===== src/rtl/muldiv_sequencer.sv =====
// rtl/muldiv_sequencer.sv - iterative mult/div sequencer owning HI/LO with pipeline stall
// Magnitudes are iterated; signs are reapplied in FIX.
module muldiv_sequencer #(
  parameter int WIDTH = 32
) (
  input  logic             i_clk,
  input  logic             i_rst,
  input  logic             i_start,
  input  logic [1:0]       i_op,
  input  logic [WIDTH-1:0] i_rs_val,
  input  logic [WIDTH-1:0] i_rt_val,
  input  logic             i_mfhi_req,
  input  logic             i_mflo_req,
  input  logic             i_mthi,
  input  logic             i_mtlo,
  input  logic [WIDTH-1:0] i_wr_data,
  output logic [WIDTH-1:0] o_hi,
  output logic [WIDTH-1:0] o_lo,
  output logic             o_busy,
  output logic             o_stall,
  output logic             o_done,
  output logic             o_div_by_zero
);

  localparam int CW = $clog2(WIDTH) + 1;

  typedef enum logic [1:0] {S_IDLE, S_RUN, S_FIX} state_t;

  state_t           r_state;
  logic [CW-1:0]    r_cnt;
  logic             r_is_div;
  logic             r_rs_neg;
  logic             r_rt_neg;
  logic             r_div_zero;
  logic [WIDTH-1:0] r_b;
  logic [WIDTH-1:0] r_rs_orig;
  logic [2*WIDTH-1:0] r_acc;
  logic [WIDTH-1:0] r_hi;
  logic [WIDTH-1:0] r_lo;
  logic             r_busy;
  logic             r_done;
  logic             r_dz;

  logic             w_signed;
  logic             w_rs_neg;
  logic             w_rt_neg;
  logic [WIDTH-1:0] w_rs_mag;
  logic [WIDTH-1:0] w_rt_mag;
  logic [WIDTH:0]   w_add;
  logic [WIDTH:0]   w_shl;
  logic [WIDTH:0]   w_diff;
  logic [2*WIDTH-1:0] w_acc_step;
  logic [2*WIDTH-1:0] w_prod;
  logic [WIDTH-1:0] w_quo;
  logic [WIDTH-1:0] w_rem;

  assign w_signed = ~i_op[0];
  assign w_rs_neg = w_signed & i_rs_val[WIDTH-1];
  assign w_rt_neg = w_signed & i_rt_val[WIDTH-1];
  assign w_rs_mag = w_rs_neg ? -i_rs_val : i_rs_val;
  assign w_rt_mag = w_rt_neg ? -i_rt_val : i_rt_val;

  // Multiply: upper half accumulates, multiplier bits shift out of the low end.
  assign w_add = {1'b0, r_acc[2*WIDTH-1:WIDTH]} + (r_acc[0] ? {1'b0, r_b} : '0);
  // Divide: upper half is the partial remainder, quotient bits shift into the low end.
  assign w_shl  = r_acc[2*WIDTH-1:WIDTH-1];
  assign w_diff = w_shl - {1'b0, r_b};

  always_comb begin
    w_acc_step = {w_add, r_acc[WIDTH-1:1]};
    if (r_is_div) begin
      if (w_diff[WIDTH])
        w_acc_step = {r_acc[2*WIDTH-2:0], 1'b0};
      else
        w_acc_step = {w_diff[WIDTH-1:0], r_acc[WIDTH-2:0], 1'b1};
    end
  end

  assign w_prod = (r_rs_neg ^ r_rt_neg) ? -r_acc : r_acc;
  assign w_quo  = (r_rs_neg ^ r_rt_neg) ? -r_acc[WIDTH-1:0] : r_acc[WIDTH-1:0];
  assign w_rem  = r_rs_neg ? -r_acc[2*WIDTH-1:WIDTH] : r_acc[2*WIDTH-1:WIDTH];

  always_ff @(posedge i_clk) begin
    if (i_rst) begin
      r_state    <= S_IDLE;
      r_cnt      <= '0;
      r_is_div   <= 1'b0;
      r_rs_neg   <= 1'b0;
      r_rt_neg   <= 1'b0;
      r_div_zero <= 1'b0;
      r_b        <= '0;
      r_rs_orig  <= '0;
      r_acc      <= '0;
      r_hi       <= '0;
      r_lo       <= '0;
      r_busy     <= 1'b0;
      r_done     <= 1'b0;
      r_dz       <= 1'b0;
    end else begin
      r_done <= 1'b0;
      r_dz   <= 1'b0;
      case (r_state)
        S_IDLE: begin
          if (i_start) begin
            r_state    <= S_RUN;
            r_busy     <= 1'b1;
            r_cnt      <= '0;
            r_is_div   <= i_op[1];
            r_rs_neg   <= w_rs_neg;
            r_rt_neg   <= w_rt_neg;
            r_div_zero <= (i_rt_val == '0);
            r_rs_orig  <= i_rs_val;
            r_b        <= i_op[1] ? w_rt_mag : w_rs_mag;
            r_acc      <= {{WIDTH{1'b0}}, (i_op[1] ? w_rs_mag : w_rt_mag)};
          end else begin
            if (i_mthi) r_hi <= i_wr_data;
            if (i_mtlo) r_lo <= i_wr_data;
          end
        end
        S_RUN: begin
          r_acc <= w_acc_step;
          r_cnt <= r_cnt + 1'b1;
          if (r_cnt == CW'(WIDTH - 1)) r_state <= S_FIX;
        end
        S_FIX: begin
          r_state <= S_IDLE;
          r_busy  <= 1'b0;
          r_done  <= 1'b1;
          if (!r_is_div) begin
            {r_hi, r_lo} <= w_prod;
          end else if (r_div_zero) begin
            r_hi <= r_rs_orig;
            r_lo <= '1;
            r_dz <= 1'b1;
          end else begin
            r_hi <= w_rem;
            r_lo <= w_quo;
          end
        end
        default: r_state <= S_IDLE;
      endcase
    end
  end

  assign o_hi          = r_hi;
  assign o_lo          = r_lo;
  assign o_busy        = r_busy;
  assign o_done        = r_done;
  assign o_div_by_zero = r_dz;
  assign o_stall       = r_busy & (i_start | i_mfhi_req | i_mflo_req | i_mthi | i_mtlo);

endmodule


===== config.mk =====
export PLATFORM = sky130hd
export DESIGN_NAME = muldiv_sequencer
export DESIGN_NICKNAME = d
export VERILOG_FILES = /design/src/rtl/muldiv_sequencer.sv
export SDC_FILE = /design/constraint.sdc
export NUM_CORES = 1
export LEC_CHECK = 0
export ABC_CLOCK_PERIOD_IN_PS = 3900
export CORE_ASPECT_RATIO = 0.8
export CORE_MARGIN = 4
export CORE_UTILIZATION = 30
export CTS_CLUSTER_SIZE = 10
export DETAILED_ROUTE_END_ITERATION = 10
export PLACE_DENSITY = 0.48
export SYNTH_ARGS = -nofsm -noshare
export SYNTH_HDL_FRONTEND = slang
export SYNTH_SLANG_ARGS = --single-unit

===== constraint.sdc =====
create_clock -name i_clk -period 3.9 [get_ports i_clk]
set_input_delay 0.585 -clock i_clk [delete_from_list [all_inputs] [get_ports i_clk]]
set_output_delay 0.585 -clock i_clk [all_outputs]
set_load 0.1 [all_outputs]

After elaboration in Yosys (flattened, before gate mapping)
Cells that the tools add are included.

word-level totals
  register bits = 207
  word-level logic and storage cells = 83

cells by class
  equal/unequal tests = 8
  reductions and logical operators = 11
  multiplexer cells = 31
  bitwise operators = 11
  add/sub/neg operators = 8

operator list
  operator                                              number
  2-to-1 mux 32 bit                                     15
  2-to-1 mux 64 bit                                     4
  negation 32 bit                                       4
  case mux 32 bit (2 select lines)                      2
  case mux 64 bit (2 select lines)                      1
  negation 64 bit                                       1
  adder 32 x 32 -> 33 bit                               1
  subtractor 33 x 32 -> 33 bit                          1
  zero test 32 bit                                      1
  case mux 6 bit (2 select lines)                       1
  inequality test 2 bit (second input constant)         5
  AND reduction 2 bit                                   4
  adder 6 x 1 -> 6 bit (second input constant)          1
  equality test 6 x 5 -> 1 bit (second input constant)  1
  2-to-1 mux 6 bit                                      1
  AND reduction 3 bit                                   2
  2-to-1 mux 2 bit                                      2
  OR 1 bit                                              4
  case mux 2 bit (2 select lines)                       1
  nonzero test 2 bit                                    2
  AND 1 bit                                             3
  2-to-1 mux 1 bit                                      3
  NOT 1 bit                                             3
  OR reduction 3 bit                                    1
  5 further kinds                                       5

Logic depth before layout (Yosys ltp)
  depth after elaboration = 6
  depth in mapped cells = 14
  mapped depth without buffers = 13

Least setup slack after synthesis
OpenSTA, ideal clock, no wires.

  path type = input-to-reg
  start = in i_rt_val[9]
  end = reg r_acc[29]
  buffers on the path = 0
  arrival time = 3.032 ns
  stages = 9
  setup time = 0.095 ns
  slack = 0.773 ns
  cell sequence = or4_1 > or4_1 > nor4_2 > nand2_1 > o41ai_1 > xor2_1 > nor3_1 > a31oi_1 > a221oi_1

between the ends
  cells in the longest elaborated chain, start to end = 5

ends and longest elaborated chain
  item                              line  text
  from (decl)                       11    input logic [WIDTH-1:0] i_rt_val,
  negation 32 bit                   61    assign w_rt_mag = w_rt_neg ? -i_rt_val : i_rt_val;
  2-to-1 mux 32 bit                 61
  2-to-1 mux 32 bit                 114   r_acc <= {{WIDTH{1'b0}}, (i_op[1] ? w_rs_mag : w_rt_mag)};
  2-to-1 mux 64 bit                 104   if (i_start) begin
  case mux 64 bit (2 select lines)  102   case (r_state)
  to (signal assigned)              114
  to (signal assigned)              121   r_acc <= w_acc_step;
  to (decl)                         37    logic [2*WIDTH-1:0] r_acc;

No other way between the ends. The select of a mux whose other input is x is not followed.
A chain may end at the register's enable or synchronous reset.

Final worst setup path
  start = reg r_acc[0]
  end = reg r_acc[59]

between the ends
  cells in the longest elaborated chain, start to end = 4

ends and longest elaborated chain
  item                              line  text
  2-to-1 mux 32 bit                 64    assign w_add = {1'b0, r_acc[2*WIDTH-1:WIDTH]} + (r_acc[0] ? {1'b0, r_b} : '0);
  adder 32 x 32 -> 33 bit           64
  2-to-1 mux 64 bit                 71    if (r_is_div) begin
  case mux 64 bit (2 select lines)  102

No other way between the ends.

==> results.sh <==
export IMPL_run_status="complete, no violations"
export IMPL_slew_headroom_pct=25.59
export IMPL_post_synth_main_area_contributors="dfxtp_1, a21oi_1, nand2_1"
export IMPL_maxClockFrequency_ghz=0.2789
export IMPL_synth_top_cell_area_share_pct=25.09
export IMPL_worstPathCellList="and2_1 > ha_1 > inv_1 > fa_1 > nand2b_1 > a21o_1 > a21oi_1 > o2111ai_1 > a211oi_1 > nor2_1 > xor2_1 > a221o_1 > a21oi_1"
export IMPL_power_sequential_fraction_pct=33.8
export IMPL_portBuffers=172
export IMPL_setup_repair_after_global_routing_missed_its_margin="no"
export IMPL_detail_route_drc_violations=0
export IMPL_chipHeight_um=217.9
export IMPL_num_antenna_cells=0
export IMPL_synth_edff_count=0
export IMPL_finalSetupViolCount=0
export IMPL_seq_area_frac_synth_pct=25.09
export IMPL_fillers=5705
export IMPL_max_cap_viol_count=0
export IMPL_final_period_utilization_pct=91.95
export IMPL_synth_flop_cell="dfxtp_1"
export IMPL_drive_gt1_share_pct=8.699
export IMPL_cts_num_sinks=207
export IMPL_clockRootBuffer="clkbuf_16"
export IMPL_finalWeightedCongestion=0.9292
export IMPL_clk_transition_reported_paths_ns=0.06
export IMPL_postRouteWirelength_um=78740
export IMPL_worst_clock_skew_ns=0.01191
export IMPL_highest_cell_delay_on_the_worst_timing_path_ns=0.49
export IMPL_fp_coreArea_mm2=0.05411
export IMPL_cellInternalPower_mw=4.318
export IMPL_globalRoute_totalOverflow=0
export IMPL_power_switching_share_pct=39.06
export IMPL_synth_cell_area_mm2=0.01651
export IMPL_cts_buffers=25
export IMPL_pwr_share_comb_pct=35.2
export IMPL_required_ns=4.40
export IMPL_worst_path_dominant_cell_family="compound AO/OA/AOI/OAI gates"
export IMPL_dr_total_vias=18520
export IMPL_worst_path_max_fanout=4
export IMPL_postCtsResizedCells=0
export IMPL_tritoncts="built"
export IMPL_power_density_mw_per_mm2=349.2
export IMPL_ys_async_sr_fraction_pct=0
export IMPL_syn_inst=2281
export IMPL_vdd_drop_max_mv=0.2957
export IMPL_grt_antenna_before_repair=3
export IMPL_clk_latency_ns=0.57
export IMPL_finalSetupTns_ns=0
export IMPL_avgViaCountPerCell=5.857
export IMPL_total_switching_power_mw=2.768
export IMPL_ys_ff_latch=207
export IMPL_post_synth_cell_area_avg_um2=7.240
export IMPL_postCtsSetupBuffers=0
export IMPL_static_leakage_power_nw=7.764
export IMPL_period_minus_slack_ns=3.586
export IMPL_worst_path_max_delay_cell="a211oi_1"
export IMPL_antenna_left=0
export IMPL_hold_violation_total_from_the_final_report=0
export IMPL_clockBufferDepth=3
export IMPL_finalPower_mw=7.086
export IMPL_grt_pass1_vias=17180
export IMPL_post_synth_most_frequent_cells="nand2_1, a21oi_1, nor2_1"
export IMPL_ios=173
export IMPL_detailedPlacementHpwl_um=62050
export IMPL_count_of_yosys_warnings_during_synthesis=0
export IMPL_grt_pass1_wl_um=114200
export IMPL_synth_cell_type_count=80
export IMPL_grt_start_max_net_pins=77
export IMPL_grt_util_all_layers_pct=25.34
export IMPL_cp_arrival_ns=4.09
export IMPL_p_clk_share_pct=31.0
export IMPL_critPathCaptureType="register"
export IMPL_effective_utilization_at_floorplan_pct=30.52
export IMPL_average_wire_per_cell_in_the_routed_design_um=24.90
export IMPL_worstSetupPathType="register to register"
export IMPL_cpMostUsedCell="a21oi_1"
export IMPL_initialDrtViolationCount=2113
export IMPL_number_of_rows_in_the_core_area=76
export IMPL_worstMarginPinSlew_ns=1.113
export IMPL_die_width_um=270.3
export IMPL_number_of_nets_produced_by_synthesis=2457
export IMPL_hold_path_class="primary input to register"
export IMPL_netlist_top_cell_by_area="dfxtp_1"
export IMPL_drt_first_pass_iters=5
export IMPL_syn_to_final_growth_pct=22.87
export IMPL_final_max_slew_viol_count=0
export IMPL_cts_hold_buf=0
export IMPL_final_net_count=2627
export IMPL_cts_htree_levels=1
export IMPL_startpoint_type="register"
export IMPL_dieArea_mm2=0.05889
export IMPL_worst_path_buf_inv=1
export IMPL_post_synth_top_count_cell="nand2_1"
-- metrics by stage --
stage	hold WS (ns)	utilization (%)	setup WS [ns]	area, um2	cells
2_1_floorplan	0.4312	-	0.7728	16510	2281
3_3_place_gp	0.4419	36.18	0.1677	19580	3126
3_5_place_dp	0.4435	36.18	0.1421	19580	3126
4_1_cts	0.4238	37.50	0.3095	20290	3162
5_1_grt	0.4432	37.50	0.01871	20290	3162
6_report	0.4405	37.50	0.3139	20290	3162
-- cell type report --
cell class / instances / area (um2) / share of cell area (%)
clock buffer: 35 / 693.2 / 3.416
clock inverter: 1 / 20.02 / 0.09866
inverter: 69 / 259.0 / 1.276
multi-input combinational: 1842 / 11550 / 56.90
sequential: 207 / 4148 / 20.44
tap: 702 / 878.3 / 4.329
timing repair buffer: 306 / 2746 / 13.54
-- cells by family after synthesis --
kind of cell / after synthesis / share of synthesized area [%]
DFF: 207 / 25.09
and+or+nand+nor: 755 / 20.97
adders and majority gates: 71 / 5.470
muxes: 53 / 3.250
xor gates and xnor gates: 170 / 9.016
AOI/OAI and AO/OA: 793 / 30.81
buffers and inverters: 232 / 5.394
-- worst paths after layout --
| path | from | endpoint | slack (ns) | cells after the start |
|---|---|---|---|---|
| worst min-delay path | i_rst | r_b[15] | 0.44 | 2 |
| worst min register to register | r_rs_orig[29] | r_rs_orig[29] | 0.45 | 2 |
| worst max register to register | r_acc[0] | r_acc[59] | 0.31 | 13 |
| worst max-delay path | r_acc[0] | r_acc[59] | 0.31 | 13 |
-- worst register-to-register path, stage by stage, from the launching register on --
cell	delay [ns]
dfxtp_1	0.37
and2_1	0.15
ha_1	0.19
inv_1	0.07
fa_1	0.39
nand2b_1	0.20
a21o_1	0.23
a21oi_1	0.35
o2111ai_1	0.35
a211oi_1	0.49
nor2_1	0.12
xor2_1	0.17
a221o_1	0.35
a21oi_1	0.11
-- registers in the layout, indices dropped and copies added (netlist names) --
register and count:
o_busy 1, o_div_by_zero 1, o_done 1, o_hi 32, o_lo 32, r_acc 64
r_b 32, r_cnt 6, r_div_zero 1, r_is_div 1, r_rs_neg 1, r_rs_orig 32
r_rt_neg 1, r_state 2
-- power groups by stage --
stage	logic (mW)	registers (mW)	clock network [mW]
2_1_floorplan	1.31	2.62	0
3_3_place_gp	2.43	2.43	0
3_5_place_dp	2.44	2.43	0
4_1_cts	2.45	2.39	2.23
5_1_grt	2.66	2.40	2.31
6_report	2.50	2.39	2.20
-- placed cells by master, fill, tap and decap left out, drive strengths merged, types with 19 or more instances in the layout --
cell type	instances
a21o	28
nand3	31
o221ai	43
nand2b	21
a21oi	280
dfxtp	207
inv	68
or3	21
buf	137
clkdlybuf4s50	169
nand2	283
nor2	226
mux2i	48
o211ai	40
nor4	25
a211oi	74
clkbuf	35
ha	69
nor3	49
a22oi	19
xnor2	97
xor2	73
o21ai	146
a31oi	21
-- routing by layer --
layer / part of all wire, % / up-vias / track usage (%)
li1: - / 8645 / -
met1: 48 / 8899 / 38.56
met2: 39 / 849 / 34.86
met3: 11 / 121 / 7.150
met4: 2.5 / 6 / 5.731
met5: 0.051 / - / 0
Power figures use the tool's default switching activity.
